$ cat config.mk
export PLATFORM = sky130hd
export DESIGN_NAME = stream_sink
export DESIGN_NICKNAME = d
export VERILOG_FILES = /design/src/rtl/stream_sink.sv
export SDC_FILE = /design/constraint.sdc
export NUM_CORES = 1
export LEC_CHECK = 0
export BUFFER_PORTS_ARGS = -buffer_cell sky130_fd_sc_hd__buf_2
export CORE_UTILIZATION = 44
export DETAILED_ROUTE_END_ITERATION = 10
export PLACE_DENSITY = 0.63
export SETUP_SLACK_MARGIN = 0.4
export SKIP_LAST_GASP = 1
export SLEW_MARGIN = 20
export SYNTH_ARGS = -nofsm -noshare
export SYNTH_HDL_FRONTEND = slang
export SYNTH_SLANG_ARGS = --single-unit
$ cat constraint.sdc
create_clock -name clk -period 2.9 [get_ports clk]
set_clock_uncertainty 0.2 [all_clocks]
set_input_delay 0.58 -clock clk [delete_from_list [all_inputs] [get_ports clk]]
set_output_delay 0.58 -clock clk [all_outputs]
set_load 0.01 [all_outputs]
$ cat src/rtl/stream_sink.sv
// Stream sink: buffers upstream beats in a small FIFO and drains them under
// run/stall control, counting accepted and matching beats and faulting on a mismatch.
module stream_sink #(
    parameter int DEPTH = 4,
    parameter int WIDTH = 5
) (
    input  logic                    clk,
    input  logic                    reset,
    input  logic                    prev_valid,
    output logic                    this_ready,
    input  logic [WIDTH-1:0]        input_num,
    input  logic                    run,
    input  logic                    clear,
    input  logic [7:0]              stall_mask,
    input  logic [WIDTH-1:0]        expect_num,
    output logic [7:0]              pass_count,
    output logic [7:0]              accept_count,
    output logic [WIDTH-1:0]        last_num,
    output logic [$clog2(DEPTH):0]  occupancy,
    output logic [1:0]              state,
    output logic                    error
);
    localparam int AW = $clog2(DEPTH);
    localparam logic [AW:0]   FULL    = (AW+1)'(DEPTH);
    localparam logic [AW:0]   OCC_ONE = (AW+1)'(1);
    localparam logic [AW-1:0] PTR_ONE = AW'(1);

    localparam logic [1:0] S_IDLE   = 2'd0;
    localparam logic [1:0] S_ACTIVE = 2'd1;
    localparam logic [1:0] S_FAULT  = 2'd2;

    logic [WIDTH-1:0] mem [DEPTH];
    logic [AW-1:0]    wr_ptr, rd_ptr;
    logic [2:0]       phase;
    logic [1:0]       state_nxt;
    logic             push, pop, match;
    logic [WIDTH-1:0] head;

    // Ready depends on the registered fill level only, so upstream sees no comb loop.
    assign this_ready = (occupancy < FULL);
    assign head       = mem[rd_ptr];
    assign push       = prev_valid && this_ready;
    assign pop        = (state == S_ACTIVE) && (occupancy != '0) && !stall_mask[phase] && !clear;
    assign match      = (head == expect_num);

    // Storage needs no reset: reset discards contents by zeroing pointers and fill level.
    always_ff @(posedge clk) begin
        if (push) mem[wr_ptr] <= input_num;
    end

    always_ff @(posedge clk or negedge reset) begin
        if (!reset) begin
            wr_ptr    <= '0;
            rd_ptr    <= '0;
            occupancy <= '0;
        end else begin
            if (push) wr_ptr <= wr_ptr + PTR_ONE;
            if (pop)  rd_ptr <= rd_ptr + PTR_ONE;
            case ({push, pop})
                2'b10:   occupancy <= occupancy + OCC_ONE;
                2'b01:   occupancy <= occupancy - OCC_ONE;
                default: occupancy <= occupancy;
            endcase
        end
    end

    always_ff @(posedge clk or negedge reset) begin
        if (!reset) phase <= '0;
        else        phase <= phase + 3'd1;
    end

    always_ff @(posedge clk or negedge reset) begin
        if (!reset) begin
            pass_count   <= '0;
            accept_count <= '0;
            last_num     <= '0;
        end else begin
            if (pop) last_num <= head;
            if (clear)                                 accept_count <= '0;
            else if (push && accept_count != 8'hFF)    accept_count <= accept_count + 8'd1;
            if (clear)                                 pass_count <= '0;
            else if (pop && match && pass_count != 8'hFF) pass_count <= pass_count + 8'd1;
        end
    end

    always_ff @(posedge clk or negedge reset) begin
        if (!reset) state <= S_IDLE;
        else        state <= state_nxt;
    end

    // Clear dominates a same-cycle mismatch; a mismatch dominates run dropping.
    always_comb begin
        state_nxt = state;
        case (state)
            S_IDLE:   if (run && !clear) state_nxt = S_ACTIVE;
            S_ACTIVE: begin
                if (clear)              state_nxt = S_IDLE;
                else if (pop && !match) state_nxt = S_FAULT;
                else if (!run)          state_nxt = S_IDLE;
            end
            S_FAULT:  if (clear) state_nxt = S_IDLE;
            default:  state_nxt = S_IDLE;
        endcase
    end

    always_comb begin
        error = (state == S_FAULT);
    end

endmodule

# --- After elaboration in Yosys (flattened, before gate mapping) ---
# Memory sizes are Yosys's and may differ from the RTL's.
# Cells that the tools add are included.
# W data, S select, Z words.
word_totals:
  ramBits: 20
  regBits: 33
  output_inout_bits: 28
  input_bits: 23
  mem_count: 1
  word_cells: 61
memory_table:
  columns: ["name", "words", "width", "rd", "rd_ports_with_merged_regs", "write_ports", "line", "text"]
  rows:
  - ["mem", 4, 5, 1, 0, 1, "32", "logic [WIDTH-1:0] mem [DEPTH];"]
classes:
  addsub: 7
  n_reduce_logical: 18
  mux: 15
  eq_ne: 10
  n_lt_le_gt_ge: 2
op_table:
  columns: ["operator", "n"]
  rows:
  - ["$mux W8", 4]
  - ["$add A8 B1 Y8 const B", 2]
  - ["$ne A8 B8 Y1 const B", 2]
  - ["$mux W2", 5]
  - ["$logic_and A1 B1 Y1", 9]
  - ["$add A3 B1 Y3 const B", 2]
  - ["$pmux W2 S3", 1]
  - ["$pmux W3 S2", 1]
  - ["$reduce_bool A2 Y1", 3]
  - ["$eq A5 B5 Y1", 1]
  - ["$add A2 B1 Y2 const B", 2]
  - ["$eq A2 B1 Y1 const B", 2]
  - ["$eq A2 B2 Y1 const B", 2]
  - ["$lt A3 B4 Y1 const B", 1]
  - ["$ne A2 B2 Y1 const B", 2]
  - ["$ne A4 B3 Y1 const B", 1]
  - ["$bmux W1 S3", 1]
  - ["$logic_not A1 Y1", 3]
  - ["$lt A3 B3 Y1 const B", 1]
  - ["$mux W1", 3]
  - ["$reduce_and A3 Y1", 1]
  - ["$reduce_bool A3 Y1", 1]
  - ["$sub A3 B1 Y3 const B", 1]
  - ["$logic_not A2 Y1", 1]

# --- Logic depth before layout (Yosys ltp) ---
logic_depth:
  ltp_word: 9
  mapped_depth: 11

# --- Worst setup path before layout ---
# OpenSTA, ideal clock, no wires.
synth_timing:
  path_kind: "register to register"
  from: "register phase[1]"
  to: "register occupancy[2]"
  synth_period_minus_slack_ns: 2.468
  t_required_ns: 2.576
  setup_ns: 0.124
  stages_incl_launch_ff: 12
  path_slack_ns: 0.432
  arrival_time_ns: 2.144
  cell_sequence: "dfrtp_1 clkbuf_1 mux2i_1 mux4_2 nand2_1 inv_1 ha_1 inv_1 fa_1 xor2_1 nor2_1 xnor2_1"
synth_between:
  elab_chain_len: 7
  elab_cells_between_ends: 9
  classes_between: "eq/ne: 2; mux: 3; reduce/logical: 4"
synth_lines:
  columns: ["element", "line", "text"]
  rows:
  - ["from (decl)", "34", "logic [2:0] phase;"]
  - ["from (signal assigned)", "69", "else phase <= phase + 3'd1;"]
  - ["$bmux W1 S3 (*)", "43", "assign pop = (state == S_ACTIVE) && (occupancy != '0) && !stall_mask[phase] && !clear;"]
  - ["$mux W1 (implied by the code) (*)", "43", null]
  - ["$logic_not A1 Y1 (*)", "43", null]
  - ["$logic_and A1 B1 Y1 (*) (2 in a row)", "43", null]
  - ["net pop", "36", "logic push, pop, match;"]
  - ["$eq A2 B1 Y1 or $eq A2 B2 Y1 (tied branches)", "59", "case ({push, pop})"]
  - ["$pmux W3 S2 or $reduce_bool A2 Y1 (tied branches)", null, null]
  - ["to (signal assigned)", "60", "2'b10: occupancy <= occupancy + OCC_ONE;"]
  - ["to (signal assigned)", "61", "2'b01: occupancy <= occupancy - OCC_ONE;"]
  - ["to (signal assigned)", "62", "default: occupancy <= occupancy;"]
  - ["to (decl)", "19", "output logic [$clog2(DEPTH):0] occupancy,"]
# Mark *: on every way through the listed nets, which the timed path passes. The rest lies on a longest branch. The select of a mux whose other input is x is not followed.
# A chain may end at the register's enable or synchronous reset.

# --- Final worst setup path ---
layout_timing:
  from: "register rd_ptr[0]"
  to: "register pass_count[3]"
layout_between:
  elab_chain_len: 5
layout_lines:
  columns: ["element", "line", "text"]
  rows:
  - ["from (decl)", "33", "logic [AW-1:0] wr_ptr, rd_ptr;"]
  - ["from (signal assigned)", "58", "if (pop) rd_ptr <= rd_ptr + PTR_ONE;"]
  - ["$mem_v2 Z4 W5", null, null]
  - ["$eq A5 B5 Y1", "44", "assign match = (head == expect_num);"]
  - ["$logic_and A1 B1 Y1 (2 in a row)", "82", "else if (pop && match && pass_count != 8'hFF) pass_count <= pass_count + 8'd1;"]
  - ["$reduce_bool A2 Y1 (no line)", null, null]
  - ["to (signal assigned)", "82", null]
  - ["to (decl)", "16", "output logic [7:0] pass_count,"]
# No other way between the ends.

==> run summary <==
Worst-margin pin slew - 734.3 ps
Register bit total from synthesis - 53
Post-Synthesis Cell Area - 2545 um2
Total GRT Usage - 16.09%
Leading area contributor after synthesis - dfrtp_1
Crit-path most repeated cell - buf_4
Area share of the largest cell type after synthesis - 32.45%
Mapped Cells - 197
Fmax - 0.4088 GHz
Wire per inst - 14.66 um
Initial core utilization - 45.93%
Clock-pin slew on the worst setup and hold paths - 100 ps
Hold WC Path Type - in2async
Antenna diodes - 0
Slew HR - 51.04%
Slowest CP cell - mux4_2
PortBufs - 50
Leading cell type in the layout, fill and taps excluded - buf_2
Power, Total - 2.275 mW
Post-DP HPWL - 3336 um
H-tree levels - 2
# DRC - 0
PwrDens - 730.0 nW/um2
Cts hold-fix bufs - 0
Placed Instances - 314
Crit path largest cell delay - 560 ps
Via count - 1754
Crit path time final - 2446 ps
Routed Antenna Nets - 0
YS warnings - 0
Crit Path Class - reg2reg
Cell Rows - 27
Max Fanout on Critical Path - 6
Core Area - 5540 um2
Final wirelength - 4852 um
Placement Setup Slack - 236.8 ps
RSZ-0062 raised after global routing - true
I/O Pins - 51
Clk root buf - clkbuf_8
Non-filler cells, final - 331
Total negative setup slack - 0 ps
Clock Tree Buf Depth - 2
CP startpoint kind - flop
P&R area growth vs syn - 22.47%
Sequential fraction of the synthesis area - 56.05%
# setup viols final - 0
Total CTS buffers - 5
Nets - 290
Skew-Pair Late Insertion Delay - 300 ps
Final period util - 84.35%
Initial antenna violation count - 0
CP required - 2900 ps
Worst EP arrival - 2440 ps
Die ar. - 6092 um2
Total gr overflow - 0
Leakage - 1.358 nW
Routability Congestion - 0.6847
Worst IR Drop VDD - 0.3445 mV
Hold Vio Cnt, Final - 0
Crit-path cells - buf_4 > mux4_2 > xnor2_4 > nand4_4 > buf_4 > o31a_1 > o21ba_2
CTS sink count - 53
Syn_nets - 229
Most frequent cells in the layout - buf_2 (50), dfrtp_1 (31), edfxtp_1 (20)
CTS tree - yes
Synth cell types - 38
First-pass GRT wire length - 7596 um
Final setup margin - 453.9 ps
1st-iter DRT viols - 72
Max_cap viols - 0
Die W - 78.05 um
Syn Area/Cell - 12.92 um2
Largest net degree at the start of global routing - 34
Drt pass-1 iters - 4
Final Max Slew Viols - 0
Die span in y - 78.05 um
Vias in the first global route - 1660
CP Capture Type - flop
Layout cells sized above 1 - 37.84%
Status - complete, no violations
Top post-synthesis cells by area - dfrtp_1 (32%), edfxtp_1 (24%), mux4_2 (5.3%), ha_1 (3.9%), xnor2_1 (3.8%)
Vias per std cell - 5.299
report_power, final:
part           switching [mW]  internal, mW
Clock                   0.241         0.173
Combinational           0.426         0.425
Sequential             0.0943         0.916
flip-flops by register name (all words and copies together) (netlist names):
| register | count |
|---|---|
| mem | 20 |
| accept_count | 8 |
| pass_count | 8 |
| last_num | 5 |
| occupancy | 3 |
| phase | 3 |
| rd_ptr | 2 |
| state | 2 |
| wr_ptr | 2 |
final cells by class:
| class | count | area, um2 |
|---|---|---|
| clock buffer | 6 | 72.57 |
| clock inverter | 2 | 13.76 |
| fill | 493 | 2424 |
| inverter | 12 | 45.04 |
| multi-input combinational | 125 | 1134 |
| sequential | 53 | 1429 |
| tap | 72 | 90.09 |
| timing repair buffer | 61 | 332.8 |
worst paths after layout:
kind                       startpoint       endpoint  slack, ps  cells past startpoint
min in group clk             phase[2]       phase[2]        280                      1
max                         rd_ptr[0]  pass_count[3]        450                      7
min reg2reg                  phase[2]       phase[2]        280                      1
max in group asynchronous       reset       phase[1]       1860                      1
min                             reset    last_num[0]        130                      1
max reg2reg                 rd_ptr[0]  pass_count[3]        450                      7
what timing repair did:
item | 4_1_cts | 5_1_grt
cloned | 0 | 1
gates resized for setup | 2 | 12
setup endpoints to repair | 8 | 8
setup buffers | 2 | 6
pin swaps | 0 | 4
through the flow:
step	area, um2	hold slack [ps]	util, %
2_1_floorplan	2545	84.41	-
3_3_place_gp	2868	270.1	51.76
3_5_place_dp	2868	273.2	51.76
4_1_cts	2979	159.6	53.77
5_1_grt	3117	197.3	56.26
6_report	3117	131.3	56.26
critical path: cells and delay by family, from the launching register on:
family | cells | cell delay [ps]
simple gates | 1 | 160
mux | 1 | 560
buf+inv | 2 | 290
flops | 1 | 390
xor+xnor | 1 | 240
compound gates | 2 | 480
kinds of logic (layout without fill, tap and decap cells):
group                    after synthesis  count (layout)  share of synthesized area [%]
buffers and inverters                 20              81                          3.343
adder cells (fa/ha/maj)                9               9                          4.720
AND/OR/NAND/NOR                       57              58                          11.95
flip-flops                            53              53                          56.05
multiplexers                          19              19                          10.82
AO/OA/AOI/OAI                         20              20                          5.408
XOR/XNOR                              19              19                          7.718
metal layers:
metal  routed length [um]  vias to the layer above  share of wire, %  global-route usage [%]
li1                     -                      834                 -                       -
met1                 2088                      869                43                   20.53
met2                 2483                       45                51                   26.49
met3                  208                        6               4.3                   3.488
met4                   72                        0               1.5                   6.852
met5                    0                        -                 0                       0
Yosys cell counts:
master	n
o21ba_2	2
nor4_1	2
nor2b_1	4
mux4_2	6
dfrtp_1	33
o21a_1	1
or4_1	3
o311a_1	1
edfxtp_1	20
xnor2_2	4
buf_6	1
a21oi_1	5
nand3_1	5
o21bai_1	1
o211ai_1	1
o21ai_0	4
nand2_1	9
nor3_1	5
xor2_1	4
nand4_1	5
nand2b_1	1
mux2_2	8
xnor2_1	11
mux2i_1	5
fa_1	1
inv_1	12
buf_1	1
clkbuf_1	4
and3_1	4
or3_1	1
buf_2	2
o31ai_1	3
ha_1	8
nand4_2	1
and4_1	1
nor2_1	12
and2_1	4
o31a_1	2
No activity file was read; power rests on OpenSTA's default activity.
